**config.mk**
```make
export PLATFORM = sky130hd
export DESIGN_NAME = mesi_coherence_monitor
export DESIGN_NICKNAME = d
export VERILOG_FILES = /design/src/rtl/mesi_coherence_monitor.sv
export SDC_FILE = /design/constraint.sdc
export NUM_CORES = 1
export LEC_CHECK = 0
export BUFFER_PORTS_ARGS = -buffer_cell sky130_fd_sc_hd__buf_4
export CORE_MARGIN = 3
export CORE_UTILIZATION = 54
export CTS_BUF_LIST = sky130_fd_sc_hd__clkbuf_2
export CTS_CLUSTER_SIZE = 40
export DETAILED_ROUTE_END_ITERATION = 6
export GPL_TIMING_DRIVEN = 1
export PLACE_DENSITY = 0.92
export SLEW_MARGIN = 5
export SYNTH_ARGS = -nofsm -noshare
export SYNTH_HDL_FRONTEND = slang
export SYNTH_SLANG_ARGS = --single-unit
```
**constraint.sdc**
```tcl
create_clock -name clk -period 15.6 [get_ports clk]
set_input_delay 3.12 -clock clk [delete_from_list [all_inputs] [get_ports clk]]
set_output_delay 3.12 -clock clk [all_outputs]
set_load 0.05 [all_outputs]
```
**src/rtl/mesi_coherence_monitor.sv**
```systemverilog
// mesi_coherence_monitor: watches per-CPU, per-line MESI states and the CPU
// instruction streams. It flags single-writer/multi-reader breaks, illegal
// encodings, dirty lines right after reset, slow writes and out-of-range
// addresses. Results are a registered pulse, a sticky flag, first-error
// capture and a saturating count.
// Optional feature: define MESI_ISC_MON_COVER_EN to add the cov_seen_o
// per-CPU state-coverage output.

`ifndef MESI_ISC_TB_CPU_MESI_M
`define MESI_ISC_TB_CPU_MESI_M 4'b1001
`endif
`ifndef MESI_ISC_TB_CPU_MESI_E
`define MESI_ISC_TB_CPU_MESI_E 4'b0101
`endif
`ifndef MESI_ISC_TB_CPU_MESI_S
`define MESI_ISC_TB_CPU_MESI_S 4'b0011
`endif
`ifndef MESI_ISC_TB_CPU_MESI_I
`define MESI_ISC_TB_CPU_MESI_I 4'b0000
`endif
`ifndef MESI_ISC_TB_INS_NOP
`define MESI_ISC_TB_INS_NOP 4'd0
`endif
`ifndef MESI_ISC_TB_INS_WR
`define MESI_ISC_TB_INS_WR 4'd1
`endif
`ifndef MESI_ISC_TB_INS_RD
`define MESI_ISC_TB_INS_RD 4'd2
`endif

module mesi_coherence_monitor #(
  parameter int CPU_COUNT  = 4,
  parameter int LINE_COUNT = 10,
  parameter int ADDR_W     = 4,
  parameter int STATE_W    = 4,
  parameter int WR_TIMEOUT = 500,
  parameter int CNT_W      = 16,
  localparam int CPU_W     = (CPU_COUNT > 1) ? $clog2(CPU_COUNT) : 1
) (
  input  logic                                    clk,
  input  logic                                    rst,
  input  logic [CPU_COUNT*LINE_COUNT*STATE_W-1:0] cache_state_i,
  input  logic [CPU_COUNT*4-1:0]                  ins_i,
  input  logic [CPU_COUNT*ADDR_W-1:0]             ins_addr_i,
  input  logic [CPU_COUNT-1:0]                    ins_ack_i,
  input  logic                                    clr_i,
  output logic                                    viol_o,
  output logic                                    err_o,
  output logic [2:0]                              err_code_o,
  output logic [CPU_W-1:0]                        err_cpu_o,
  output logic [ADDR_W-1:0]                       err_line_o,
  output logic [CNT_W-1:0]                        err_count_o
`ifdef MESI_ISC_MON_COVER_EN
  ,
  output logic [CPU_COUNT*4-1:0]                  cov_seen_o
`endif
);

  localparam int TO_W  = (WR_TIMEOUT > 0) ? $clog2(WR_TIMEOUT + 1) : 1;
  localparam int KEY_W = 3 + ADDR_W + CPU_W;
  localparam logic [STATE_W-1:0] ST_M = STATE_W'(`MESI_ISC_TB_CPU_MESI_M);
  localparam logic [STATE_W-1:0] ST_E = STATE_W'(`MESI_ISC_TB_CPU_MESI_E);
  localparam logic [STATE_W-1:0] ST_S = STATE_W'(`MESI_ISC_TB_CPU_MESI_S);
  localparam logic [STATE_W-1:0] ST_I = STATE_W'(`MESI_ISC_TB_CPU_MESI_I);
  localparam logic [3:0] INS_WR = 4'(`MESI_ISC_TB_INS_WR);
  localparam logic [3:0] INS_RD = 4'(`MESI_ISC_TB_INS_RD);

  typedef enum logic {T_IDLE, T_WAIT} trk_t;

  // Packed views line up with the flat buses: [c][l] sits at (c*LINE_COUNT+l)*STATE_W
  logic [CPU_COUNT-1:0][LINE_COUNT-1:0][STATE_W-1:0] st;
  logic [CPU_COUNT-1:0][3:0]                         ins;
  logic [CPU_COUNT-1:0][ADDR_W-1:0]                  addr;
  assign st   = cache_state_i;
  assign ins  = ins_i;
  assign addr = ins_addr_i;

  logic rst_q, first;
  logic [CPU_COUNT-1:0][LINE_COUNT-1:0] is_m, is_me, is_ni, is_bad;
  logic [CPU_COUNT-1:0] in_range, wr_ok, addr_bad, line_m, to_hit;
  trk_t              trk_q   [CPU_COUNT];
  trk_t              trk_d   [CPU_COUNT];
  logic [ADDR_W-1:0] tline_q [CPU_COUNT];
  logic [ADDR_W-1:0] tline_d [CPU_COUNT];
  logic [TO_W-1:0]   tcnt_q  [CPU_COUNT];
  logic [TO_W-1:0]   tcnt_d  [CPU_COUNT];
  logic [KEY_W-1:0]  best;
  logic              found;

  // Remember reset so the first live cycle after it can be checked for dirty lines
  always_ff @(posedge clk) rst_q <= rst;
  assign first = rst_q & ~rst;

  // Classify every line state once for all checks
  always_comb begin
    for (int c = 0; c < CPU_COUNT; c++)
      for (int l = 0; l < LINE_COUNT; l++) begin
        is_m[c][l]   = st[c][l] == ST_M;
        is_me[c][l]  = is_m[c][l] || st[c][l] == ST_E;
        is_ni[c][l]  = st[c][l] != ST_I;
        is_bad[c][l] = !(is_me[c][l] || st[c][l] == ST_S || st[c][l] == ST_I);
      end
  end

  // Decode accepted instructions and whether each tracked line has reached M
  always_comb begin
    for (int c = 0; c < CPU_COUNT; c++) begin
      in_range[c] = 33'(addr[c]) < 33'(LINE_COUNT);
      wr_ok[c]    = ins_ack_i[c] && ins[c] == INS_WR && in_range[c];
      addr_bad[c] = ins_ack_i[c] && (ins[c] == INS_WR || ins[c] == INS_RD) && !in_range[c];
      line_m[c]   = 1'b0;
      for (int l = 0; l < LINE_COUNT; l++)
        if (tline_q[c] == ADDR_W'(l) && is_m[c][l]) line_m[c] = 1'b1;
    end
  end

  // Write tracker state register
  always_ff @(posedge clk) begin
    for (int c = 0; c < CPU_COUNT; c++) begin
      if (rst) begin
        trk_q[c]   <= T_IDLE;
        tline_q[c] <= '0;
        tcnt_q[c]  <= '0;
      end else begin
        trk_q[c]   <= trk_d[c];
        tline_q[c] <= tline_d[c];
        tcnt_q[c]  <= tcnt_d[c];
      end
    end
  end

  // Write tracker next state: a fresh in-range WR always restarts the wait
  always_comb begin
    for (int c = 0; c < CPU_COUNT; c++) begin
      trk_d[c]   = trk_q[c];
      tline_d[c] = tline_q[c];
      tcnt_d[c]  = tcnt_q[c];
      if (wr_ok[c]) begin
        trk_d[c]   = T_WAIT;
        tline_d[c] = addr[c];
        tcnt_d[c]  = '0;
      end else if (trk_q[c] == T_WAIT) begin
        if (line_m[c] || to_hit[c]) trk_d[c] = T_IDLE;
        else                        tcnt_d[c] = tcnt_q[c] + 1'b1;
      end
    end
  end

  // Write tracker output: timeout when the budget is spent without M; a
  // restarting WR supersedes the old write, so it cannot time out
  always_comb begin
    for (int c = 0; c < CPU_COUNT; c++)
      to_hit[c] = trk_q[c] == T_WAIT && !line_m[c] && !wr_ok[c] &&
                  tcnt_q[c] == TO_W'(WR_TIMEOUT);
  end

  // Gather every violation as a {code,line,cpu} key; the smallest key is the
  // one captured, which gives code, then line, then CPU priority
  always_comb begin : pick
    logic [KEY_W-1:0] key;
    logic             bad_l;
    int               n_me, n_ni;
    logic [CPU_W-1:0] me_cpu;
    best   = '1;
    key    = '1;
    bad_l  = 1'b0;
    n_me   = 0;
    n_ni   = 0;
    me_cpu = '0;
    for (int l = 0; l < LINE_COUNT; l++) begin
      bad_l  = 1'b0;
      n_me   = 0;
      n_ni   = 0;
      me_cpu = '0;
      for (int c = CPU_COUNT - 1; c >= 0; c--) begin
        if (is_bad[c][l]) begin
          bad_l = 1'b1;
          key   = {3'd2, ADDR_W'(l), CPU_W'(c)};
          if (key < best) best = key;
        end
        if (is_me[c][l]) begin
          n_me   = n_me + 1;
          me_cpu = CPU_W'(c);
        end
        if (is_ni[c][l]) n_ni = n_ni + 1;
        if (first && is_ni[c][l]) begin
          key = {3'd3, ADDR_W'(l), CPU_W'(c)};
          if (key < best) best = key;
        end
      end
      // The M/E holder is itself non-I, so a second non-I CPU breaks exclusivity
      if (!bad_l && n_me > 0 && n_ni > 1) begin
        key = {3'd1, ADDR_W'(l), me_cpu};
        if (key < best) best = key;
      end
    end
    for (int c = 0; c < CPU_COUNT; c++) begin
      if (to_hit[c]) begin
        key = {3'd4, tline_q[c], CPU_W'(c)};
        if (key < best) best = key;
      end
      if (addr_bad[c]) begin
        key = {3'd5, addr[c], CPU_W'(c)};
        if (key < best) best = key;
      end
    end
    // Code field never exceeds 5, so all-ones means nothing was found
    found = !rst && best != '1;
  end

  // Report registers: clear wins over old state but a same-cycle violation is still captured
  always_ff @(posedge clk) begin
    if (rst) begin
      viol_o      <= 1'b0;
      err_o       <= 1'b0;
      err_code_o  <= '0;
      err_cpu_o   <= '0;
      err_line_o  <= '0;
      err_count_o <= '0;
    end else begin
      viol_o <= found;
      if (clr_i) begin
        err_o       <= found;
        err_code_o  <= found ? best[KEY_W-1 -: 3]    : '0;
        err_line_o  <= found ? best[CPU_W +: ADDR_W] : '0;
        err_cpu_o   <= found ? best[CPU_W-1:0]       : '0;
        err_count_o <= found ? CNT_W'(1)             : '0;
      end else if (found) begin
        err_o <= 1'b1;
        if (!err_o) begin
          err_code_o <= best[KEY_W-1 -: 3];
          err_line_o <= best[CPU_W +: ADDR_W];
          err_cpu_o  <= best[CPU_W-1:0];
        end
        if (err_count_o != '1) err_count_o <= err_count_o + 1'b1;
      end
    end
  end

`ifdef MESI_ISC_MON_COVER_EN
  logic [CPU_COUNT*4-1:0] seen;

  // Which states each CPU holds on any line this cycle
  always_comb begin
    seen = '0;
    for (int c = 0; c < CPU_COUNT; c++)
      for (int l = 0; l < LINE_COUNT; l++) begin
        if (st[c][l] == ST_M) seen[c*4+0] = 1'b1;
        if (st[c][l] == ST_E) seen[c*4+1] = 1'b1;
        if (st[c][l] == ST_S) seen[c*4+2] = 1'b1;
        if (st[c][l] == ST_I) seen[c*4+3] = 1'b1;
      end
  end

  // Sticky coverage bits, cleared then re-seeded on clr_i
  always_ff @(posedge clk) begin
    if (rst) cov_seen_o <= '0;
    else     cov_seen_o <= (clr_i ? '0 : cov_seen_o) | seen;
  end
`endif

endmodule

```
==> impl_results.md, run 1 <==
- Top-level I/O count: 226
- Worst endpoint after global-route timing repair: err_line_o[2]$_SDFFE_PP0P_/D
- Stopped at: global routing
- Dominant cells by area after synthesis: dfxtp_1 (12%), ha_1 (9.3%), nor2_1 (5.9%)
- Synthesis-stage register bit count: between 80 and 90
- Prevailing post-synth register cell: dfxtp_1
- CTS root buf: clkbuf_2
- Post-Syn Instances: 1,892
- Total CTS buffers: 9
- Syn Nets: 2,191
- Final GP Congestion: 1.135
- # placed instances: about 2,700
- EDFF count, synth: 0
- Hpwl dp: between 40,000 and 50,000 um
- Register area share after synthesis: 12.46%
- Die width: 164.1 um
- Port Buffer Count: 225
- Htree depth: 3
- Status: did not finish
- Hold buffers post-CTS: 0
- Syn avg cell area: 7.132 sq um
- Starting Density: between 50% and 60%
- Die Span Y: 164.1 um
- Error: [ERROR GRT-0232] Routing congestion too high. Check the congestion heatmap in the GUI.
- Clk buf depth: 2
- Cell area after synthesis: approximately 13,000 sq um
- Total gr overflow: 92
- Synthesis Warnings: 0
- Pin count of the biggest net entering global routing: 31
- Clock Sinks: 84
- GRT Util Overall: approximately three quarters
- Num rows: 57
- Post-synth top area share: 12.46%
- Fraction of registers with async set/reset: 0%
- Synth cell types: 103
- Yosys top cell by area: dfxtp_1
- Worst ep type: sequential cell input
per-layer routing:
metal | track usage [%] | GRT overflow
met5 | 48.48 | 0
met4 | 76.86 | 39
met3 | 69.61 | 7
met2 | 88.80 | 43
met1 | 73.33 | 3
synthesized netlist by cell type, drive strengths merged (43+ instances only):
library cell and number:
dfxtp 84, nand4 43, nor2 212, inv 84
nand2 152, xor2 60, nor4 44, o21ai 104
nand3 74, a21oi 101, nor3 74, xnor2 50
ha 100
repair_timing:
| item | in CTS |
|---|---|
| pin swaps | 77 |
| endpoints found under the hold margin | 0 |
| buffers inserted | 53 |
| setup endpoints to repair | 5 |
| gates resized for setup | 117 |
stage by stage:
stage / hold WS (ns) / cell area [sq um] / worst slack, ns
2_1_floorplan: 0.4664 / 13790 / 0.0009539
3_3_place_gp: 0.4447 / 18140 / -0.4018
3_5_place_dp: 0.4563 / 18140 / -1.599
4_1_cts: 0.4806 / 19330 / -0.1927
cells by family after synthesis:
family | share of synthesized area (%)
flip-flops | 12.46
multiplexers | 2.587
XOR/XNOR | 7.140
AND/OR/NAND/NOR | 38.59
adder cells (fa/ha/maj) | 9.356
AO/OA/AOI/OAI | 25.35
buffers and inverters | 4.515
==> run 2, diff against run 1 <==
CORE_UTILIZATION = 40   (was 54)
CTS_BUF_LIST = default   (was sky130_fd_sc_hd__clkbuf_2)
CTS_CLUSTER_SIZE = default   (was 40)
PLACE_DENSITY = default   (was 0.92)
PLACE_DENSITY_LB_ADDON = 0.15   (was default)
clock period = 20.3 ns   (was 15.6 ns; I/O delays follow)
==> impl_results.md, run 2 <==
- Status: finished clean
- Final core occ: 48.81%
- Final worst slack: 1.274 ns
- CTS tree: built
- Filler cell count: 3,385
- Share of layout cells above drive strength 1: 16.25%
- Die Span Y: ~190 um
- Post-Syn Instances: 1,892
- Fraction of registers with async set/reset: 0%
- Port Buffer Count: 225
- Post-DR wirelength/cell: approximately 20 um
- Slew Viols, Final: 0
- Worst Skew: 0.006308 ns
- Clk buf depth: 2
- Placeable Area: 32,870 sq um
- Total gr overflow: 0
- IR drop worst, VDD: around 0.000046 V
- Syn avg cell area: 7.132 sq um
- Critical R2R Capture: err_cpu_o[0]
- CP startpoint kind: input port
- Synthesis-stage register bit count: 84
- Total CTS buffers: 9
- Clock latency on the worst-skew pair: 0.34 ns
- Antenna Violating Nets Remaining: 0
- Final GP Congestion: 0.9917
- Num rows: 66
- Yosys top cell by area: dfxtp_1
- Biggest regs: tcnt_q: 36 flops, err_count_o: 16 flops, tline_q: 16 flops
- WHS Endpoint: err_code_o[2]
- Pin count of the biggest net entering global routing: 35
- CP max stage delay: approximately 0.60 ns
- Syn Nets: between 2,000 and 2,500
- Lkg Pwr: 6.385 nW
- Post-synth top area share: 12.46%
- Unrepaired setup endpoints after global routing: no
- Cell area after synthesis: 13,490 sq um
- Top-level I/O count: 226
- DRC viols: 0
- PwrDens: 33.60 nW/um^2
- Hold Vio Cnt, Final: 0
- Worst Max-Slew Pin Slew: between 1 and 1.5 ns
- Hold buffers post-CTS: 0
- Setup TNS: 0 ns
- Worst Setup Path Type: input port to flop
- GRT Util Overall: 27.18%
- Final nets: 2,394
- Slew HR: between 20% and 30%
- Reg-to-Reg Start: rst_q
- Dpl ws: 0.1973 ns
- Detailed-route via count: about 16,000
- Dominant cells by area after synthesis: dfxtp_1 (12%), ha_1 (9.3%), nor2_1 (5.9%)
- Initial antenna violation count: 0
- Commonest cells in the netlist: nor2_1 (211), nand2_1 (152), a21oi_1 (101), ha_1 (100), o21ai_0 (98)
- Crit share post-route: 93.72%
- Crit path DAT: around 19 ns
- Flop-to-flop setup slack: about 6.3 ns
- Clock Sinks: 84
- Starting Density: 41.06%
- EDFF count, synth: 0
- Vias per cell: 6.192
- Largest register FFs: 36
- CTS root buf: clkbuf_16
- Most used cell, CP: a21oi_1
- Hold Path Origin: err_code_o[2]
- Cells on worst reg2reg path: 65
- Synthesis Warnings: 0
- Starting DRT DRC Count: 1,183
- Final min period: 19.03 ns
- Crit. End Element: flop
- Largest Register: tcnt_q
- Die width: 189.7 um
- Final Power: 0.0005390 W
- Required time worst endpoint: 20.53 ns
- Maximum clock frequency: 52.56 MHz
- Clock slew at reported path FFs: 0.06 ns
- Register area share after synthesis: 12.46%
- Post-Layout Cell Count: 2,541
- Full die area: 35,970 sq um
- Most common cell after layout, fill and taps aside: buf_4
- Area Overhead vs Synth: 18.88%
- Vias in the first global route: approximately 15,000
- Max Cap Viol: 0
- Synth cell types: 103
- Leading cell types in the layout, fill and taps excluded: buf_4 (251), nor2_1 (210), nand2_1 (152)
- Crit path max-delay cell type: or4_1
- # placed instances: 2,525
- Htree depth: 3
- Prevailing post-synth register cell: dfxtp_1
- Setup violations, final: 0
- Routed wire length: 51,350 um
- First-pass GRT wire length: between 70,000 and 80,000 um
- Ant diodes: 0
- Pre-Repair DR Iteration Count: 6
- Worst hold path stage count: 2
- Worst hold path type: flop to flop
- Critical path peak fanout: 11
- Count leader, synth: nor2_1
- Hpwl dp: roughly 42,000 um
run 2: repair_timing:
action,4_1_cts,5_1_grt
setup buffers,0,1
endpoints found under the hold margin,0,0
gates resized for setup,0,17
setup endpoints to repair,0,5
run 2: final cells by class:
type / count / area (sq um) / area share [%]
clock buffer: 10 / 239.0 / 1.490
clock inverter: 5 / 86.33 / 0.5382
inverter: 85 / 319.1 / 1.989
multi-input combinational: 1664 / 11280 / 70.31
sequential: 84 / 1682 / 10.48
tap: 442 / 553.0 / 3.447
timing repair buffer: 251 / 1884 / 11.75
run 2: cells by family after synthesis:
| logic type | share of synthesized area [%] |
|---|---|
| DFF | 12.46 |
| xor gates and xnor gates | 7.140 |
| muxes | 2.587 |
| AOI/OAI and AO/OA | 25.35 |
| buffers and inverters | 4.515 |
| and+or+nand+nor | 38.59 |
| adders and majority gates | 9.356 |
run 2: worst max path at each step:
stage	startpoint	endpoint	slack (ns)
floorplan	cache_state_i[132]	err_cpu_o[0]	2.49
global placement	cache_state_i[132]	err_cpu_o[0]	0.76
detailed placement	cache_state_i[132]	err_cpu_o[0]	0.20
CTS	cache_state_i[132]	err_cpu_o[0]	0.39
global route	cache_state_i[125]	err_cpu_o[0]	0.08
finish	cache_state_i[124]	err_cpu_o[0]	1.27
run 2: report_power, final:
| group | total, W | internal, W | switching [W] |
|---|---|---|---|
| logic | 0.000191 | 0.0000806 | 0.000111 |
| registers | 0.000168 | 0.000166 | 0.00000200 |
| clock network | 0.000180 | 0.000111 | 0.0000684 |
| total | 0.000539 | 0.000358 | 0.000181 |
run 2: per-stage QoR:
step / hold slack [ns] / area (sq um)
after floorplan: 0.4664 / 13490
after global placement: 0.4511 / 15630
after detailed placement: 0.4512 / 15630
after CTS: 0.4611 / 15960
after global routing: 0.4968 / 16040
final: 0.4594 / 16040
run 2: routing by layer:
metal	routed length, um	vias to the layer above	track usage, %
li1	-	7608	-
met1	23370	7418	38.16
met2	22880	624	43.97
met3	3639	84	2.893
met4	1457	0	8.047
met5	0	-	0
run 2: critical path: cells and delay by family:
kind,cells,cell delay [ns]
AO/OA/AOI/OAI,35,7.72
XOR/XNOR,1,0.14
AND/OR/NAND/NOR,21,3.99
buffers and inverters,5,0.65
multiplexers,1,0.52
adder cells (fa/ha/maj),8,2.17
Note: power is estimated with default switching activity, not from simulation.
==> run 3, diff against run 2 <==
CORE_UTILIZATION = 59   (was 40)
==> impl_results.md, run 3 (synthesis results as in run 2) <==
- Status: finished clean
- Critical path startpoint: cache_state_i[80]
- Clock latency on the worst-skew pair: 0.34 ns
- Pin count of the biggest net entering global routing: 35
- Antenna Violating Nets Remaining: 0
- Vias in the first global route: 15,230
- Setup violations, final: 0
- Detailed-route via count: 16,310
- Seq pwr share: 31.6%
- Switching power: 0.0001883 W
- Share of layout cells above drive strength 1: 16.18%
- Required time worst endpoint: slightly above 20 ns
- Hold_ws: 0.4618 ns
- Final Power: 0.0005325 W
- Starting DRT DRC Count: 1,846
- Num rows: 54
- DRC viols: 0
- Starting Density: 60.89%
- Worst hold path stage count: 2
- Cell internal pwr: 0.0003442 W
- Hold Vio Cnt, Final: 0
- Reg-to-Reg Start: rst_q
- Slew Viols, Final: 0
- Flop-to-flop setup slack: approximately 6 ns
- Routed wire length: 49,370 um
- Total CTS buffers: 9
- CTS root buf: clkbuf_16
- Top-level I/O count: 226
- Slew HR: about a fifth
- Vias per cell: 6.885
- Crit. End Element: flop
- Ant diodes: 0
- Crit path max-delay cell type: or4_1
- Final GP Congestion: 0.9968
- Crit share post-route: about 95%
- Worst Max-Slew Pin Slew: 1.175 ns
- CP startpoint kind: input port
- Crit path DAT: a little under 20 ns
- Worst hold path type: flop to flop
- Full die area: 24,720 sq um
- Post-Layout Cell Count: 2,369
- # placed instances: 2,352
- Largest register FFs: 36
- Maximum clock frequency: 51.99 MHz
- Die width: around 160 um
- CTS tree: built
- Clock slew at reported path FFs: 0.07 ns
- IR drop worst, VDD: 0.00005218 V
- Pre-Repair DR Iteration Count: 6
- Most used cell, CP: a21oi_1
- CP max stage delay: 0.61 ns
- Final core occ: between 70% and 80%
- Combinational share of power: 35.9%
- GRT Util Overall: a little under two fifths
- Clk pwr share: 32.5%
- Port Buffer Count: 225
- Clk buf depth: 2
- Clock Sinks: 84
- Die Span Y: 157.2 um
- Critical R2R Capture: err_cpu_o[0]
- Hold buffers post-CTS: 0
- First-pass GRT wire length: 76,620 um
- Leading cell types in the layout, fill and taps excluded: buf_4 (240), nor2_1 (209), nand2_1 (151)
- Initial antenna violation count: 1
- Switching Share: 35.36%
- Cells on worst reg2reg path: 61
- Final nets: 2,383
- Placeable Area: 22,160 sq um
- WHS Endpoint: err_code_o[2]
- Hold Path Origin: err_code_o[2]
- Worst Skew: 0.009371 ns
- Total gr overflow: 0
- Htree depth: 3
- Most common cell after layout, fill and taps aside: buf_4
- Biggest regs: tcnt_q: 36 flops, err_count_o: 16 flops, tline_q: 16 flops
- Max Cap Viol: 0
- Area Overhead vs Synth: 17.03%
- Post-DR wirelength/cell: about 21 um
- Hpwl dp: 39,590 um
- Worst Setup Path Type: input port to flop
- Final min period: ~19 ns
- Filler cell count: 1,817
- Largest Register: tcnt_q
- Critical path peak fanout: 15
- Lkg Pwr: 6.329 nW
- PwrDens: ~34 nW/um^2
-- run 3: cell types whose count changed in the layout (fill, tap and decap cells not counted), sizes merged --
cell / before / now
clkinv: 4 / 3
buf: 251 / 240
clkinvlp: 0 / 1
bufinv: 2 / 1
clkbuf: 10 / 9
inv: 84 / 87
-- run 3: worst max-delay path: cells and delay by family --
kind                       cells  cell delay, ns
buffers and inverters          4            0.48
and+or+nand+nor               19            4.44
AOI/OAI and AO/OA             33            7.43
xor gates and xnor gates       1            0.14
adders and majority gates      8            2.21
muxes                          2            0.69
-- run 3: how the worst max path moves through the flow --
| stage | endpoint | slack, ns | cells past startpoint |
|---|---|---|---|
| 3_3_place_gp | err_cpu_o[0] | 0.66 | 64 |
| 3_5_place_dp | err_cpu_o[0] | -0.007 | 68 |
| 5_1_grt | err_cpu_o[0] | -0.03 | 74 |
| 2_1_floorplan | err_cpu_o[0] | 2.49 | 66 |
| 6_report | err_cpu_o[0] | 1.07 | 67 |
| 4_1_cts | err_cpu_o[0] | 0.12 | 69 |
-- run 3: what timing repair did --
action / in CTS / in global routing
setup buffers: 0 / 1
setup endpoints to repair: 0 / 5
gates resized for setup: 0 / 28
-- run 3: cell type report --
cell class | instances | area, sq um | area share, %
tap | 280 | 350.3 | 2.218
clock buffer | 9 | 225.2 | 1.426
timing repair buffer | 240 | 1802 | 11.41
inverter | 85 | 319.1 | 2.020
clock inverter | 7 | 82.58 | 0.5229
multi-input combinational | 1664 | 11330 | 71.76
sequential | 84 | 1682 | 10.65
-- run 3: per-stage QoR --
step	cell area [sq um]	setup TNS, ns	worst slack [ns]
final	15790	0	1.067
after CTS	15660	0	0.1217
after floorplan	13490	0	2.495
after global routing	15790	-0.02583	-0.02583
after detailed placement	15350	-0.006992	-0.006992
after global placement	15350	0	0.6595
-- run 3: power groups by stage --
stage	registers [W]	clock network (W)	logic, W
floorplan	0.000174	0	0.000105
global placement	0.000172	0	0.000177
detailed placement	0.000172	0	0.000183
CTS	0.000168	0.000174	0.000184
global route	0.000168	0.000180	0.000207
finish	0.000168	0.000173	0.000191
-- run 3: per-layer routing --
layer | vias up | part of all wire (%) | track usage [%]
met3 | 166 | 8.8 | 5.087
met2 | 903 | 46 | 62.76
met1 | 7649 | 41 | 48.74
li1 | 7590 | - | -
met5 | - | 0.026 | 0
met4 | 2 | 4.1 | 16.53
==> run 4, diff against run 3 <==
BUFFER_PORTS_ARGS = -buffer_cell sky130_fd_sc_hd__clkbuf_2   (was -buffer_cell sky130_fd_sc_hd__buf_4)
==> impl_results.md, run 4 (synthesis results as in run 2) <==
- Starting Density: 60.89%
- Clock slew at reported path FFs: 0.07 ns
- CP startpoint kind: input port
- Cells on worst reg2reg path: 63
- Post-Layout Cell Count: 2,373
- Most common cell after layout, fill and taps aside: clkbuf_2
- Num rows: 54
- Flop-to-flop setup slack: just over 6 ns
- Pin count of the biggest net entering global routing: 34
- Maximum clock frequency: 51.53 MHz
- Design Area, Final: 15,270 sq um
- Hold Path Origin: err_code_o[2]
- Top-level I/O count: around 230
- Antenna Violating Nets Remaining: 0
- Number of setup buffers added after CTS: 0
- Die Span Y: between 150 and 200 um
- GRT Util Overall: between 30% and 40%
- Largest register FFs: 36
- Most used cell, CP: a21oi_1
- Die width: roughly 160 um
- Worst hold path type: flop to flop
- Lkg Pwr: 6.210 nW
- Hold Vio Cnt, Final: 0
- Crit. End Element: flop
- Crit path DAT: 19.65 ns
- CP max stage delay: 0.60 ns
- Worst Skew: 0.01130 ns
- Placeable Area: 22,160 sq um
- Area after DPL: 14,820 sq um
- Initial antenna violation count: 0
- DRC viols: 0
- Crit share post-route: 95.60%
- Vias per cell: 6.777
- Pre-Repair DR Iteration Count: 5
- Reg-to-Reg Start: rst_q
- Critical R2R Capture: err_cpu_o[0]
- CTS root buf: clkbuf_16
- Status: finished clean
- Largest Register: tcnt_q
- Slew Viols, Final: 0
- Area Overhead vs Synth: 13.19%
- Hold buffers post-CTS: 0
- Biggest regs: tcnt_q: 36 flops, err_count_o: 16 flops, tline_q: 16 flops
- Clock latency on the worst-skew pair: 0.34 ns
- WHS Endpoint: err_code_o[2]
- Critical path peak fanout: 9
- Share of layout cells above drive strength 1: 16.24%
- Ant diodes: 0
- Port Buffer Count: 225
- Total gr overflow: 0
- Total CTS buffers: 9
- PwrDens: ~34 nW/um^2
- Hpwl dp: approximately 38,000 um
- Max Cap Viol: 0
- Setup violations, final: 0
- Routed wire length: 47,720 um
- Htree depth: 3
- Slew HR: between 10% and 20%
- # placed instances: 2,357
- Clk buf depth: 2
- CTS tree: built
- Final nets: 2,387
- IR drop worst, VDD: 0.00004689 V
- Leading cell types in the layout, fill and taps excluded: clkbuf_2 (225), nor2_1 (209), nand2_1 (152)
- Post-DR wirelength/cell: 20.11 um
- Worst Max-Slew Pin Slew: ~1.2 ns
- Final min period: between 15 and 20 ns
- Final GP Congestion: 1.024
- Clock Sinks: 84
- Worst Setup Path Type: input port to flop
- Starting DRT DRC Count: 1,663
- Vias in the first global route: 14,670
- Final core occ: 68.93%
- Full die area: 24,720 sq um
- Worst hold path stage count: 2
- First-pass GRT wire length: 73,860 um
- Detailed-route via count: roughly 16,000
- Required time worst endpoint: 20.55 ns
- Crit path max-delay cell type: or4_1
## run 4: cell types whose count changed in the layout (fill, tap and decap cells not counted), moves of 2 or more
cell      before  now
nor3_2         6    3
o21ai_1        7    4
buf_4        240   19
clkbuf_2       0  225
nor3_1        65   67
o21ai_0       95   98
## run 4: layout make-up
cell class                 instances  area [sq um]
inverter                          85         319.1
multi-input combinational       1664         11330
timing repair buffer             244          1269
tap                              280         350.3
clock inverter                     7         98.84
sequential                        84          1682
clock buffer                       9         225.2
fill                            1924          6887
## run 4: how the worst max path moves through the flow
| stage | startpoint | end | slack, ns | cells after the start |
|---|---|---|---|---|
| finish | cache_state_i[87] | err_cpu_o[0] | 0.89 | 73 |
| global route | cache_state_i[92] | err_cpu_o[0] | -0.07 | 71 |
| CTS | cache_state_i[92] | err_cpu_o[0] | 0.01 | 67 |
| detailed placement | cache_state_i[132] | err_cpu_o[0] | -0.40 | 67 |
| global placement | cache_state_i[132] | err_cpu_o[0] | 0.42 | 67 |
| floorplan | cache_state_i[132] | err_cpu_o[0] | 2.49 | 66 |
## run 4: report_power, final
part           total [W]  internal (W)  switching, W
combinational   0.000177     0.0000684      0.000109
sequential      0.000168      0.000166    0.00000201
clock           0.000181      0.000109     0.0000722
total           0.000527      0.000344      0.000183
## run 4: what timing repair did
| action | CTS | global route |
|---|---|---|
| gates resized for setup | 2 | 22 |
| gates cloned | 0 | 0 |
| pin swaps | 0 | 1 |
| endpoints found under the hold margin | 0 | 0 |
| setup endpoints to repair | 5 | 6 |
## run 4: per-layer routing
layer,up-vias,track usage [%],wire (um)
met4,0,13.43,1870
met3,143,5.692,4017
met1,7547,47.25,19890
li1,7606,-,-
met2,785,61.26,21940
met5,-,0,0
## run 4: critical path: cells and delay by family
| family | cells | cell delay, ns |
|---|---|---|
| buffers and inverters | 4 | 0.41 |
| adder cells (fa/ha/maj) | 8 | 2.03 |
| AND/OR/NAND/NOR | 22 | 4.78 |
| multiplexers | 2 | 0.67 |
| XOR/XNOR | 1 | 0.14 |
| AO/OA/AOI/OAI | 36 | 7.51 |
## run 4: per-stage QoR
step           setup TNS (ns)  total power (W)  setup slack [ns]  hold slack (ns)
6_report                    0        0.0005269            0.8933           0.4580
5_1_grt              -0.06697        0.0005512          -0.06697           0.4931
2_1_floorplan               0        0.0002789             2.495           0.4664
3_5_place_dp           -1.658        0.0003425           -0.3984           0.4500
3_3_place_gp                0        0.0003374            0.4200           0.4434
4_1_cts                     0        0.0005220           0.01231           0.4592
